File: src/rtl/dmem_arbiter.sv
// dmem_arbiter: round-robin core/aux arbiter for the single-port data memory, with aux bus lock (optional DMEM_ARB_BOUNDS_CHECK_EN)
module dmem_arbiter #(
  parameter int ADDR_W       = 32,
  parameter int DATA_W       = 32,
  parameter int LOCK_TIMEOUT = 16,
  parameter int MEM_WORDS    = 32
) (
  input  logic              clk,
  input  logic              rst_n,
  input  logic              core_req,
  input  logic              core_we,
  input  logic [ADDR_W-1:0] core_addr,
  input  logic [DATA_W-1:0] core_wdata,
  output logic              core_gnt,
  output logic              core_rvalid,
  output logic [DATA_W-1:0] core_rdata,
  input  logic              aux_req,
  input  logic              aux_we,
  input  logic [ADDR_W-1:0] aux_addr,
  input  logic [DATA_W-1:0] aux_wdata,
  output logic              aux_gnt,
  output logic              aux_rvalid,
  output logic [DATA_W-1:0] aux_rdata,
  input  logic              aux_lock,
  output logic [ADDR_W-1:0] mem_address,
  output logic              mem_write,
  output logic              mem_read,
  output logic [DATA_W-1:0] mem_wdata,
  input  logic [DATA_W-1:0] mem_rdata,
`ifdef DMEM_ARB_BOUNDS_CHECK_EN
  output logic              bounds_err,
`endif
  output logic              lock_err
);
  localparam logic [0:0] ARB    = 1'b0;
  localparam logic [0:0] LOCKED = 1'b1;
  localparam logic [0:0] CORE   = 1'b0;
  localparam logic [0:0] AUX    = 1'b1;
  if (LOCK_TIMEOUT < 1 || LOCK_TIMEOUT > 255 || MEM_WORDS < 1) begin : g_bad_param
    $error("dmem_arbiter: LOCK_TIMEOUT must be 1..255 and MEM_WORDS >= 1");
  end
  logic [0:0]        state_q, state_d;
  logic [0:0]        last_gnt_q, last_gnt_d;
  logic [7:0]        lock_cnt_q, lock_cnt_d;
  logic              lock_err_q, lock_err_d;
  logic              relock_blk_q, relock_blk_d;
  logic              core_rvalid_q, core_rvalid_d;
  logic              aux_rvalid_q, aux_rvalid_d;
  logic [DATA_W-1:0] core_rdata_q, core_rdata_d;
  logic [DATA_W-1:0] aux_rdata_q, aux_rdata_d;
  logic              any_gnt;
  logic              oob;
  logic              timeout;
  logic              locked;
  assign locked  = state_q == LOCKED;
  assign any_gnt = core_gnt | aux_gnt;
  assign timeout = locked && aux_lock && lock_cnt_q == 8'(LOCK_TIMEOUT);
`ifdef DMEM_ARB_BOUNDS_CHECK_EN
  logic bounds_err_q, bounds_err_d;
  assign oob          = any_gnt && (mem_address >= ADDR_W'(MEM_WORDS));
  assign bounds_err_d = bounds_err_q | oob;
  assign bounds_err   = bounds_err_q;
  // sticky out-of-range access flag
  always_ff @(posedge clk) begin
    if (!rst_n) bounds_err_q <= 1'b0;
    else bounds_err_q <= bounds_err_d;
  end
`else
  assign oob = 1'b0;
`endif
  // grant from requests and registered state; winner's fields steer the memory port
  always_comb begin
    core_gnt    = !locked && core_req && (!aux_req || last_gnt_q == AUX);
    aux_gnt     = aux_req && (locked || !core_req || last_gnt_q == CORE);
    mem_address = aux_gnt ? aux_addr : core_gnt ? core_addr : '0;
    mem_wdata   = aux_gnt ? aux_wdata : core_gnt ? core_wdata : '0;
    mem_write   = (aux_gnt ? aux_we : core_gnt && core_we) && !oob;
    mem_read    = (aux_gnt ? !aux_we : core_gnt && !core_we) && !oob;
  end
  // arbitration state, lock tracking and read-return capture
  always_comb begin
    state_d       = state_q;
    last_gnt_d    = core_gnt ? CORE : aux_gnt ? AUX : last_gnt_q;
    lock_cnt_d    = lock_cnt_q;
    lock_err_d    = lock_err_q | timeout;
    relock_blk_d  = timeout | (relock_blk_q & aux_lock);
    core_rvalid_d = core_gnt && !core_we;
    aux_rvalid_d  = aux_gnt && !aux_we;
    core_rdata_d  = core_rvalid_d ? (oob ? '0 : mem_rdata) : core_rdata_q;
    aux_rdata_d   = aux_rvalid_d ? (oob ? '0 : mem_rdata) : aux_rdata_q;
    if (!locked) begin
      state_d    = (aux_gnt && aux_lock && !relock_blk_q) ? LOCKED : ARB;
      lock_cnt_d = (aux_gnt && aux_lock && !relock_blk_q) ? 8'd1 : 8'd0;
    end else begin
      state_d    = (!aux_lock || timeout) ? ARB : LOCKED;
      lock_cnt_d = (!aux_lock || timeout) ? 8'd0 : lock_cnt_q + 8'd1;
      last_gnt_d = (!aux_lock || timeout) ? AUX : last_gnt_d;
    end
  end
  // state registers; reset cancels pending returns, drops the lock and clears lock_err
  always_ff @(posedge clk) begin
    if (!rst_n) begin
      state_q       <= ARB;
      last_gnt_q    <= AUX;
      lock_cnt_q    <= '0;
      lock_err_q    <= 1'b0;
      relock_blk_q  <= 1'b0;
      core_rvalid_q <= 1'b0;
      aux_rvalid_q  <= 1'b0;
      core_rdata_q  <= '0;
      aux_rdata_q   <= '0;
    end else begin
      state_q       <= state_d;
      last_gnt_q    <= last_gnt_d;
      lock_cnt_q    <= lock_cnt_d;
      lock_err_q    <= lock_err_d;
      relock_blk_q  <= relock_blk_d;
      core_rvalid_q <= core_rvalid_d;
      aux_rvalid_q  <= aux_rvalid_d;
      core_rdata_q  <= core_rdata_d;
      aux_rdata_q   <= aux_rdata_d;
    end
  end
  assign core_rvalid = core_rvalid_q;
  assign aux_rvalid  = aux_rvalid_q;
  assign core_rdata  = core_rdata_q;
  assign aux_rdata   = aux_rdata_q;
  assign lock_err    = lock_err_q;
endmodule

File: config.mk
export PLATFORM = sky130hd
export DESIGN_NAME = dmem_arbiter
export DESIGN_NICKNAME = d
export VERILOG_FILES = /design/src/rtl/dmem_arbiter.sv
export SDC_FILE = /design/constraint.sdc
export NUM_CORES = 1
export LEC_CHECK = 0
export ABC_AREA = 0
export CAP_MARGIN = 20
export CORE_AREA = 2 2 116 118
export CTS_CLUSTER_SIZE = 8
export DETAILED_ROUTE_END_ITERATION = 16
export DIE_AREA = 0 0 118 120
export PLACE_DENSITY = 0.79
export SLEW_MARGIN = 25
export SYNTH_ARGS = -nofsm -noshare
export SYNTH_HDL_FRONTEND = slang
export SYNTH_SLANG_ARGS = --single-unit
File: constraint.sdc
create_clock -name clk -period 2.75 [get_ports clk]
set_input_delay 0.4125 -clock clk [delete_from_list [all_inputs] [get_ports clk]]
set_output_delay 0.4125 -clock clk [all_outputs]
set_load 0.03 [all_outputs]
# [After elaboration in Yosys (flattened, before gate mapping)]
# Cells that the tools add are included.
[totals] ff_bits=78 latch_bits=0 ram_bits=0 romBits=0 in_bits=167 memories=0
[op_classes] add_sub_neg=1 mul=0 div=0 magnitude_cmp=0 eq_ne=1 n_shift=0 n_mux=16 bitwise_logic=4 reduce_logical=21
[op_table] cell="32-bit 2-to-1 mux" n=4
[op_table] cell="8-bit 2-to-1 mux" n=2
[op_table] cell="1-bit logical AND" n=10
[op_table] cell="1-bit 2-to-1 mux" n=10
[op_table] cell="8-bit by 1-bit adder with 8-bit output, second input constant" n=1
[op_table] cell="8-bit by 5-bit == test with 1-bit output, second input constant" n=1
[op_table] cell="1-bit zero test" n=7
[op_table] cell="1-bit logical OR" n=4
[op_table] cell="1-bit bitwise OR" n=2
[op_table] cell="1-bit bitwise AND" n=1
[op_table] cell="1-bit inverter" n=1

# [Logic depth before layout (Yosys ltp)]
[depth] depth_word=8 mapped_depth=7 depth_no_buf=5

# [Worst setup path before layout]
# OpenSTA, ideal clock, no wires.
[synth_path] kind="input -> output" start="input core_req" end="output mem_wdata[22]" arrival_time_ns=1.584 required_time_ns=2.338 path_slack_ns=0.754 cell_stages=5 path_buffers=1 cell_sequence="nand2_1 o21ai_0 inv_1 clkbuf_1 a22o_1"
[synth_between] elab_chain_cells=5
[synth_lines] item="start, declared" line_no="10" rtl="input logic core_req,"
[synth_lines] item="1-bit zero test" line_no="74" rtl="aux_gnt = aux_req && (locked || !core_req || last_gnt_q == CORE);"
[synth_lines] item="1-bit logical OR (2 in series)" line_no="74"
[synth_lines] item="1-bit logical AND" line_no="74"
[synth_lines] item="via aux_gnt" line_no="21" rtl="output logic aux_gnt,"
[synth_lines] item="32-bit 2-to-1 mux" line_no="76" rtl="mem_wdata = aux_gnt ? aux_wdata : core_gnt ? core_wdata : '0;"
[synth_lines] item="end, declared" line_no="28" rtl="output logic [DATA_W-1:0] mem_wdata,"
# The timed path passes the listed nets, and every way through them passes these cells.

# [Worst setup path in the final report]
[layout_path] start="input core_req" end="output mem_address[3]"
[layout_between] elab_chain_cells=5
[layout_lines] item="1-bit zero test" line_no="74"
[layout_lines] item="1-bit logical OR (2 in series)" line_no="74"
[layout_lines] item="1-bit logical AND" line_no="74"
[layout_lines] item="32-bit 2-to-1 mux *" line_no="75" rtl="mem_address = aux_gnt ? aux_addr : core_gnt ? core_addr : '0;"
[layout_lines] item="end, declared" line_no="25" rtl="output logic [ADDR_W-1:0] mem_address,"
# Mark *: on every way between the ends. The rest lies on a longest branch, timed or not.

==> summary.md <==
| Metric | Value |
|---|---|
| Post-synth EDFFs | `0` |
| Clock Latency Late Sink | `0.33 ns` |
| Hold buffers post-CTS | `0` |
| Final instance area | `7690 um^2` |
| #FFs+latches synth | `78` |
| Total core area | `12980 um^2` |
| Sequential share of the synthesized area | `39.49%` |
| First-pass GRT wire length | `28.58 mm` |
| Top cell type's share of synthesized area | `39.49%` |
| Fillers | `1076` |
| Clock power share | `29.0%` |
| Most numerous cell in the Yosys netlist | `dfxtp_1` |
| Area delta synth->final | `94.49%` |
| Root Buffer | `clkbuf_16` |
| Area contributors post-synth | `dfxtp_1 39%, a22o_1 14%, mux2i_1 8.1%` |
| Final Max Tran Viols | `0` |
| Slew of the pin with the lowest slew margin | `0.6035 ns` |
| Endpoints failing setup | `0` |
| Met1 Resource Use GR | `34.88%` |
| Post-synth top flop | `dfxtp_1` |
| Fin Clk Skew | `0.01026 ns` |
| CTS tree | `built` |
| Met2 GRT Util | `41.72%` |
| Share of post-route cells with drive strength above 1 | `14.72%` |
| TritonCTS Sinks | `78` |
| Status | `finished clean` |
| Worst-path maximum fanout | `14` |
| Max Freq | `389.6 MHz` |
| Synthesized area | `3954 um^2` |
| Cells after Synth | `447` |
| Post-DP HPWL | `15.70 mm` |
| Placed cell areas | `7422 um^2` |
| Post-CTS sizing | `0` |
| VDD IR-drop max | `0.3138 mV` |
| Commonest cells in the netlist | `78 x dfxtp_1, 68 x nand2_1, 65 x a22o_1` |
| Worst Path Required | `2.34 ns` |
| Largest net degree at the start of global routing | `65` |
| Cell leakage power | `0.002940 uW` |
| DRC viols | `0` |
| Yosys top cell by area | `dfxtp_1` |
| Switching power | `1196 uW` |
| DR pass1 iterations | `5` |
| IO Pins | `302` |
| Initial antenna violation count | `3` |
| Period utilization | `93.34%` |
| Initial Util | `30.46%` |
| Drt initial violations | `350` |
| Cell-internal power | `2485 uW` |
| Total Wirelength | `19.35 mm` |
| Routability cong. | `0.9587` |
| Setup Fix Bufs, Post-CTS | `0` |
| Bufs on Longest Clock Path | `2` |
| Crit path time final | `2.567 ns` |
| Routed vias | `4737` |
| GRT Util Overall | `26.43%` |
| Critical path class | `input port to primary output` |
| CP Launch Type | `input port` |
| Syn_nets | `616` |
| Post-route setup TNS | `0 ns` |
| Port Buffers | `301` |
| Asr flop ratio synth | `0%` |
| Hold Fails Final Rpt | `0` |
| Max_cap viols | `0` |
| CTS Buf Count | `9` |
| Hold Path Class | `input port to flop` |
| Clk slew on worst S/H paths | `0.06 ns` |
| Vias in the first global route | `4622` |
| Reg power frac | `32.9%` |
| Drt via density | `5.240` |
| Die Wd | `118 um` |
| Reg-to-reg setup timing slack | `1.04 ns` |
| Pwr/cell area | `478.7 nW/um^2` |
| Yosys cell types | `36` |
| Mapped Avg Cell Area | `8.845 um^2` |
| Switching Fraction | `32.48%` |
| Num rows | `42` |
| Die height | `120 um` |
| H-tree depth | `3` |
| Max-slew headroom | `59.77%` |
| Worst EP arrival | `2.15 ns` |
| Logic pwr share | `38.1%` |
| Post-layout nets | `892` |
| Met3 global-route usage | `9.030%` |
| Yosys warns | `0` |
| Total congestion overflow | `0` |
| Crit end category | `primary output` |
| Final ANT Viol Nets | `0` |
| RSZ-0062 raised after global routing | `no` |
| DR WL/cell | `21.41 um` |
| GRT Max-Usage Layer | `met2` |
| Die area | `14160 um^2` |
[layout make-up]
| class | count | area, um^2 | area share (%) |
|---|---|---|---|
| clock buffer | 10 | 229.0 | 2.978 |
| tap | 176 | 220.2 | 2.864 |
| antenna | 1 | 2.502 | 0.03254 |
| clock inverter | 5 | 36.28 | 0.4719 |
| timing repair buffer | 315 | 3438 | 44.71 |
| sequential | 78 | 1562 | 20.31 |
| inverter | 8 | 30.03 | 0.3905 |
| multi-input combinational | 311 | 2172 | 28.25 |
[routing by layer]
metal / share of wire (%) / vias to the layer above
met4: 1.7 / 6
met1: 42 / 2234
met3: 9.3 / 26
li1: - / 2220
met2: 47 / 251
met5: 0.22 / -
[cells by family after synthesis]
kind of cell	count (synthesis)	synth area share, %
AOI/OAI and AO/OA	146	27.41
xor gates and xnor gates	2	0.4431
adders and majority gates	2	0.6328
buffers and inverters	58	5.823
DFF	78	39.49
muxes	32	8.101
and+or+nand+nor	129	18.10
[power by group through the flow]
stage               registers (uW)  clock network [uW]  logic (uW)
finish                        1210                1070        1400
floorplan                     1320                   0         520
CTS                           1210                1090        1410
detailed placement            1230                   0        1400
global placement              1230                   0        1400
global route                  1220                1140        1460
[sequential cells by signal (all words and copies together), names as in the netlist]
name	flops
aux_rdata	32
core_rdata	32
lock_cnt_q	8
aux_rvalid	1
core_rvalid	1
last_gnt_q	1
lock_err	1
locked	1
relock_blk_q	1
[final timing paths]
kind                  from             end  cells after the start
hold / removal       rst_n      last_gnt_q                      2
hold reg to reg   lock_err        lock_err                      2
setup / recovery  core_req  mem_address[3]                      7
setup reg to reg    locked   lock_cnt_q[1]                      3
[worst max-delay path: stages]
cell	delay (ns)
clkdlybuf4s50_1	0.52
nand2_1	0.08
o21ai_0	0.27
inv_2	0.09
buf_4	0.21
a22o_1	0.36
buf_12	0.19
[metrics by stage]
| stage | hold WS (ns) | util (%) | setup slack, ns | total power, uW | instances |
|---|---|---|---|---|---|
| finish | 0.3513 | 59.24 | 0.1831 | 3681 | 904 |
| global route | 0.3564 | 59.23 | 0.04347 | 3818 | 903 |
| CTS | 0.3484 | 59.23 | 0.1673 | 3712 | 903 |
| detailed placement | 0.4374 | 57.18 | 0.1816 | 2636 | 888 |
| global placement | 0.4391 | 57.18 | 0.1432 | 2627 | 888 |
| floorplan | 0.4386 | - | 0.7536 | 1842 | 447 |
[cells in the final DEF (no fill, tap or decap), drive strengths merged, types with 2 or more instances in the layout]
cell	count
o21ai	5
buf	84
or3	4
nand4b	32
a22o	65
ha	2
o31ai	33
mux2i	32
inv	9
and3	2
clkinvlp	3
nor2	5
nand3	4
dfxtp	78
clkbuf	10
clkdlybuf4s50	231
a21oi	38
nor3	2
nand2b	4
nand2	68
o22ai	2
(Power assumes the default switching activity.)
==> RTL edit 1, RTL diff (same settings) <==
`aux_rdata_q` no longer has a reset.
--- a/src/rtl/dmem_arbiter.sv
+++ b/src/rtl/dmem_arbiter.sv
@@ -108,7 +108,6 @@
       core_rvalid_q <= 1'b0;
       aux_rvalid_q  <= 1'b0;
       core_rdata_q  <= '0;
-      aux_rdata_q   <= '0;
     end else begin
       state_q       <= state_d;
       last_gnt_q    <= last_gnt_d;
@@ -118,8 +117,11 @@
       core_rvalid_q <= core_rvalid_d;
       aux_rvalid_q  <= aux_rvalid_d;
       core_rdata_q  <= core_rdata_d;
-      aux_rdata_q   <= aux_rdata_d;
     end
+  end
+
+  always_ff @(posedge clk) begin
+    aux_rdata_q <= aux_rdata_d;
   end
   assign core_rvalid = core_rvalid_q;
   assign aux_rvalid  = aux_rvalid_q;
Behaviour: not the same (a bounded check fails within 4 cycles, from zero or initial values and one cycle with rst_n low).
==> RTL edit 1 against the unedited design <==
Hold slack gained 110 ps. Clock power grew 17%. Global-route usage shrank 4.0 points. Sequential cell count is the same. Wire length shrank 13%. Cell count shrank 11%. Synthesized cell count shrank 23%. Worst setup slack gained 55 ps. Non-clock buffer count shrank 3. Design area shrank 4.9%. Synthesized area shrank 8.4%. Power grew 3.7%. Sequential share of layout area grew 5.4 points.
==> RTL edit 1: results (changes against the unedited design) <==
Slew of the pin with the lowest slew margin - 679.0 ps (+75.54 ps)
Status - completed
Drt wl/cell - 20.91 um (-2.3%)
Hold Path Class - reg -> reg
Synth Area in Adders - 0.006908 (+0.0005793)
Vias in the first global route - 4150 (-10%)
Tot GR Track Use - 0.2238 (-0.04048)
Largest net degree at the start of global routing - 67 (+3.1%)
Static Leak - 2.773 nW (-5.7%)
Int Power - 0.002685 W (+8.0%)
Compound-Gate Fraction of Synth Area - 0.2998 (+0.02578)
Diode count - 0 (-1)
Share of layout cells above drive strength 1 - 0.1622 (+0.01498)
Post-synthesis xor/xnor area fraction - 0.004836 (+0.0004055)
Synth top cells by count - a22o_1, dfxtp_1, a21oi_1
Arr. time, crit path - 2100 ps (-50 ps)
Worst Reg2Reg Path Length in Cells - 5 (+2)
Routability congestion estimate - 0.9131 (-4.8%)
Syn nets - 511 (-17%)
Synth top area cells - edfxtp_1, dfxtp_1, a22o_1
VDD IR max - 0.0002835 V (-9.6%)
EDFF count, synth - 32 (+32)
Final #Nets - 793 (-11%)
Sequential fraction of the synthesis area - 0.5195 (+0.1246)
First-pass DRT Iterations - 7 (+2)
Post-synth cell types - 35 (-2.8%)
RTL edit 1: through the flow:
step                      cells  cell area (um^2)  hold WS [ps]    util  total power [W]
after floorplan             342              3622         438.6       -         0.001860
after global placement      789              6999         442.3  0.5392         0.002567
after detailed placement    789              6999         449.6  0.5392         0.002577
after CTS                   805              7313         465.2  0.5634         0.003837
after global routing        805              7313         492.4  0.5634         0.003943
final                       805              7313         459.6  0.5634         0.003817
RTL edit 1: path summary, 6_finish.rpt:
kind                            slack (ps)                startpoint                        to
worst max-delay path                   240                  core_req            mem_address[7]
worst min-delay path                   460       lock_err$_SDFF_PN0_       lock_err$_SDFF_PN0_
worst max register to register         920  lock_cnt_q[0]$_SDFF_PN0_  lock_cnt_q[0]$_SDFF_PN0_
worst min register to register         460       lock_err$_SDFF_PN0_       lock_err$_SDFF_PN0_
RTL edit 1: kinds of logic (layout without fill, tap and decap cells):
logic type | after synthesis | in the layout
adder cells (fa/ha/maj) | 2 | 2
AND/OR/NAND/NOR | 63 | 63
AO/OA/AOI/OAI | 146 | 146
XOR/XNOR | 2 | 2
buffers and inverters | 51 | 338
flip-flops | 78 | 78
RTL edit 1: final cells by class:
cell class,count,area (um^2)
multi-input cells,213,1509
clock inverters,6,85.08
repair buffers,312,3351
inverters,10,37.54
fillers,1102,5667
flip-flops and latches,78,1882
well taps,176,220.2
clock buffers,10,229.0
RTL edit 1: power by group through the flow:
stage               sequential (W)  clock, W  combinational [W]
floorplan                  0.00139         0           0.000474
global placement           0.00130         0            0.00127
detailed placement         0.00130         0            0.00127
CTS                        0.00128   0.00128            0.00128
global route               0.00128   0.00133            0.00133
finish                     0.00128   0.00125            0.00128
RTL edit 1: worst max-delay path: cells and delay by family:
kind	cells	cell delay [ps]
buffers and inverters	4	1140
and+or+nand+nor	2	270
AOI/OAI and AO/OA	1	280
RTL edit 1: layer usage:
layer	global-route usage	wire (um)
met1	0.2656	6573
met2	0.3855	8422
met3	0.08935	1635
met4	0.04142	193
met5	0	10
==> RTL edit 2, RTL diff (same flow settings) <==
Made on the original files. `ADDR_W`: 32 -> 40.
--- a/src/rtl/dmem_arbiter.sv
+++ b/src/rtl/dmem_arbiter.sv
@@ -1,6 +1,6 @@
 // dmem_arbiter: round-robin core/aux arbiter for the single-port data memory, with aux bus lock (optional DMEM_ARB_BOUNDS_CHECK_EN)
 module dmem_arbiter #(
-  parameter int ADDR_W       = 32,
+  parameter int ADDR_W       = 40,
   parameter int DATA_W       = 32,
   parameter int LOCK_TIMEOUT = 16,
   parameter int MEM_WORDS    = 32
Ports: changed (resized aux_addr, core_addr and mem_address); port bits go from 302 to 326. The function was not compared with the original's and may differ.
==> RTL edit 2 against the unedited design <==
Wire length decreased by 5.7%. Sequential cell count unchanged. Worst setup slack improved by 35 ps. Hold slack got worse by 6.2 ps. Design area increased by 2.1%. Sequential share of layout area decreased by 0.41 points. Critical path type unchanged. First-iteration DRC count decreased by 13%. Power increased by 3.9%. Largest cell class unchanged. Synthesized area increased by 0.44%.
==> RTL edit 2: results (changes against the unedited design) <==
Status - completed
Non-clk invs - 9 (+1)
Reg-to-reg startpoint - lock_cnt_q[2]$_SDFF_PP0_
First-pass DRT Iterations - 5 (unchanged)
Post-synthesis xor/xnor area fraction - 0.004411 (-0.00001954)
Synth Area in Adders - 0.006301 (-0.00002792)
Vias in the first global route - 4662 (+0.87%)
Dpl hpwl - 14580 um (-7.2%)
Initial antenna violation count - 1 (-2)
Cells after Synth - 459 (+2.7%)
Vias after detailed routing - 4890 (+3.2%)
Syn nets - 644 (+4.5%)
First-pass GRT wire length - 26520 um (-7.2%)
Port Buf Inserts - 325 (+8.0%)
Mapped Area - 3971 um^2 (+0.44%)
Synth top area cells - dfxtp_1, a22o_1, mux2i_1
Tot GR Track Use - 0.2422 (-0.02205)
Layout area overhead - 97.61%
Multi-input combinational area share - 0.2763 (-0.006152)
DP Cell Count - 920 (+3.6%)
Sequential fraction of the synthesis area - 0.3932 (-0.001742)
Synth warn - 0 (unchanged)
Compound-Gate Fraction of Synth Area - 0.2842 (+0.01013)
Static Leak - 3.051 nW (+3.8%)
VDD IR max - 0.0002941 V (-6.3%)
Clk_lat worst skew - 320 ps
Share of layout cells above drive strength 1 - 0.1487 (+0.001504)
Routability congestion estimate - 0.8288 (-14%)
Placed Area - 7545 um^2 (+1.7%)
Arr. time, crit path - 2120 ps (-30 ps)
Clk root buf - clkbuf_16
Post-CTS setup buffer count - 0 (unchanged)
Worst Path Max Fanout - 74 (+60)
Sequential cell area - 1562 um^2 (unchanged)
Largest net degree at the start of global routing - 75 (+15%)
Multiplexer share of the synthesized area - 0.08066 (-0.0003573)
Finished Layout Cells - 937 (+3.7%)
Multi-input gates - 320 (+2.9%)
Max clock buf depth - 2 (unchanged)
Setup WS pre-CTS - 236.2 ps (+54.60 ps)
Clock skew - 2.748 ps (-7.509 ps)
Detailed Route Iter0 Violations - 303 (-13%)
Final wirelength - 18240 um (-5.7%)
Rel. slew slack - 0.5882 (-0.009541)
Total power - 0.003825 W (+3.9%)
Non-clk bufs - 337 (+7.0%)
Clkbuf count - 10 (unchanged)
Clock power share - 0.307 (+0.017)
Non-clk buf share - 0.4538 (+0.006643)
Flops & latches, synth - 78 (unchanged)
Clock buf/inv share - 0.03827 (+0.003771)
Fill count - 1115 (+3.6%)
Int Power - 0.002613 W (+5.2%)
Synth top cells by count - dfxtp_1, a22o_1, nand2_1
-- RTL edit 2: final timing paths --
path	end	slack, ps	depth (start not counted)
min reg2reg	aux_rdata[11]$_SDFFE_PN0P_	450	2
min	last_gnt_q$_SDFF_PN1_	350	2
max	mem_wdata[0]	220	7
max reg2reg	locked$_SDFF_PN0_	1170	3
-- RTL edit 2: routing by layer --
metal | wire [um] | GRT usage
met2 | 9645 | 0.4419
met1 | 6398 | 0.2530
met5 | 0 | 0
met4 | 673 | 0.1077
met3 | 1525 | 0.07985
-- RTL edit 2: cell families (layout without fill, tap and decap cells) --
logic type	Yosys count	after routing
adders and majority gates	2	2
buffers and inverters	61	362
DFF	78	78
xor gates and xnor gates	2	2
AOI/OAI and AO/OA	151	151
and+or+nand+nor	133	133
muxes	32	32
other	0	1
-- RTL edit 2: critical path, cell delays in order --
cell	delay [ps]
clkdlybuf4s50_1	520
nor2b_2	180
nand2_1	110
inv_2	80
buf_12	280
a22o_1	340
buf_12	160
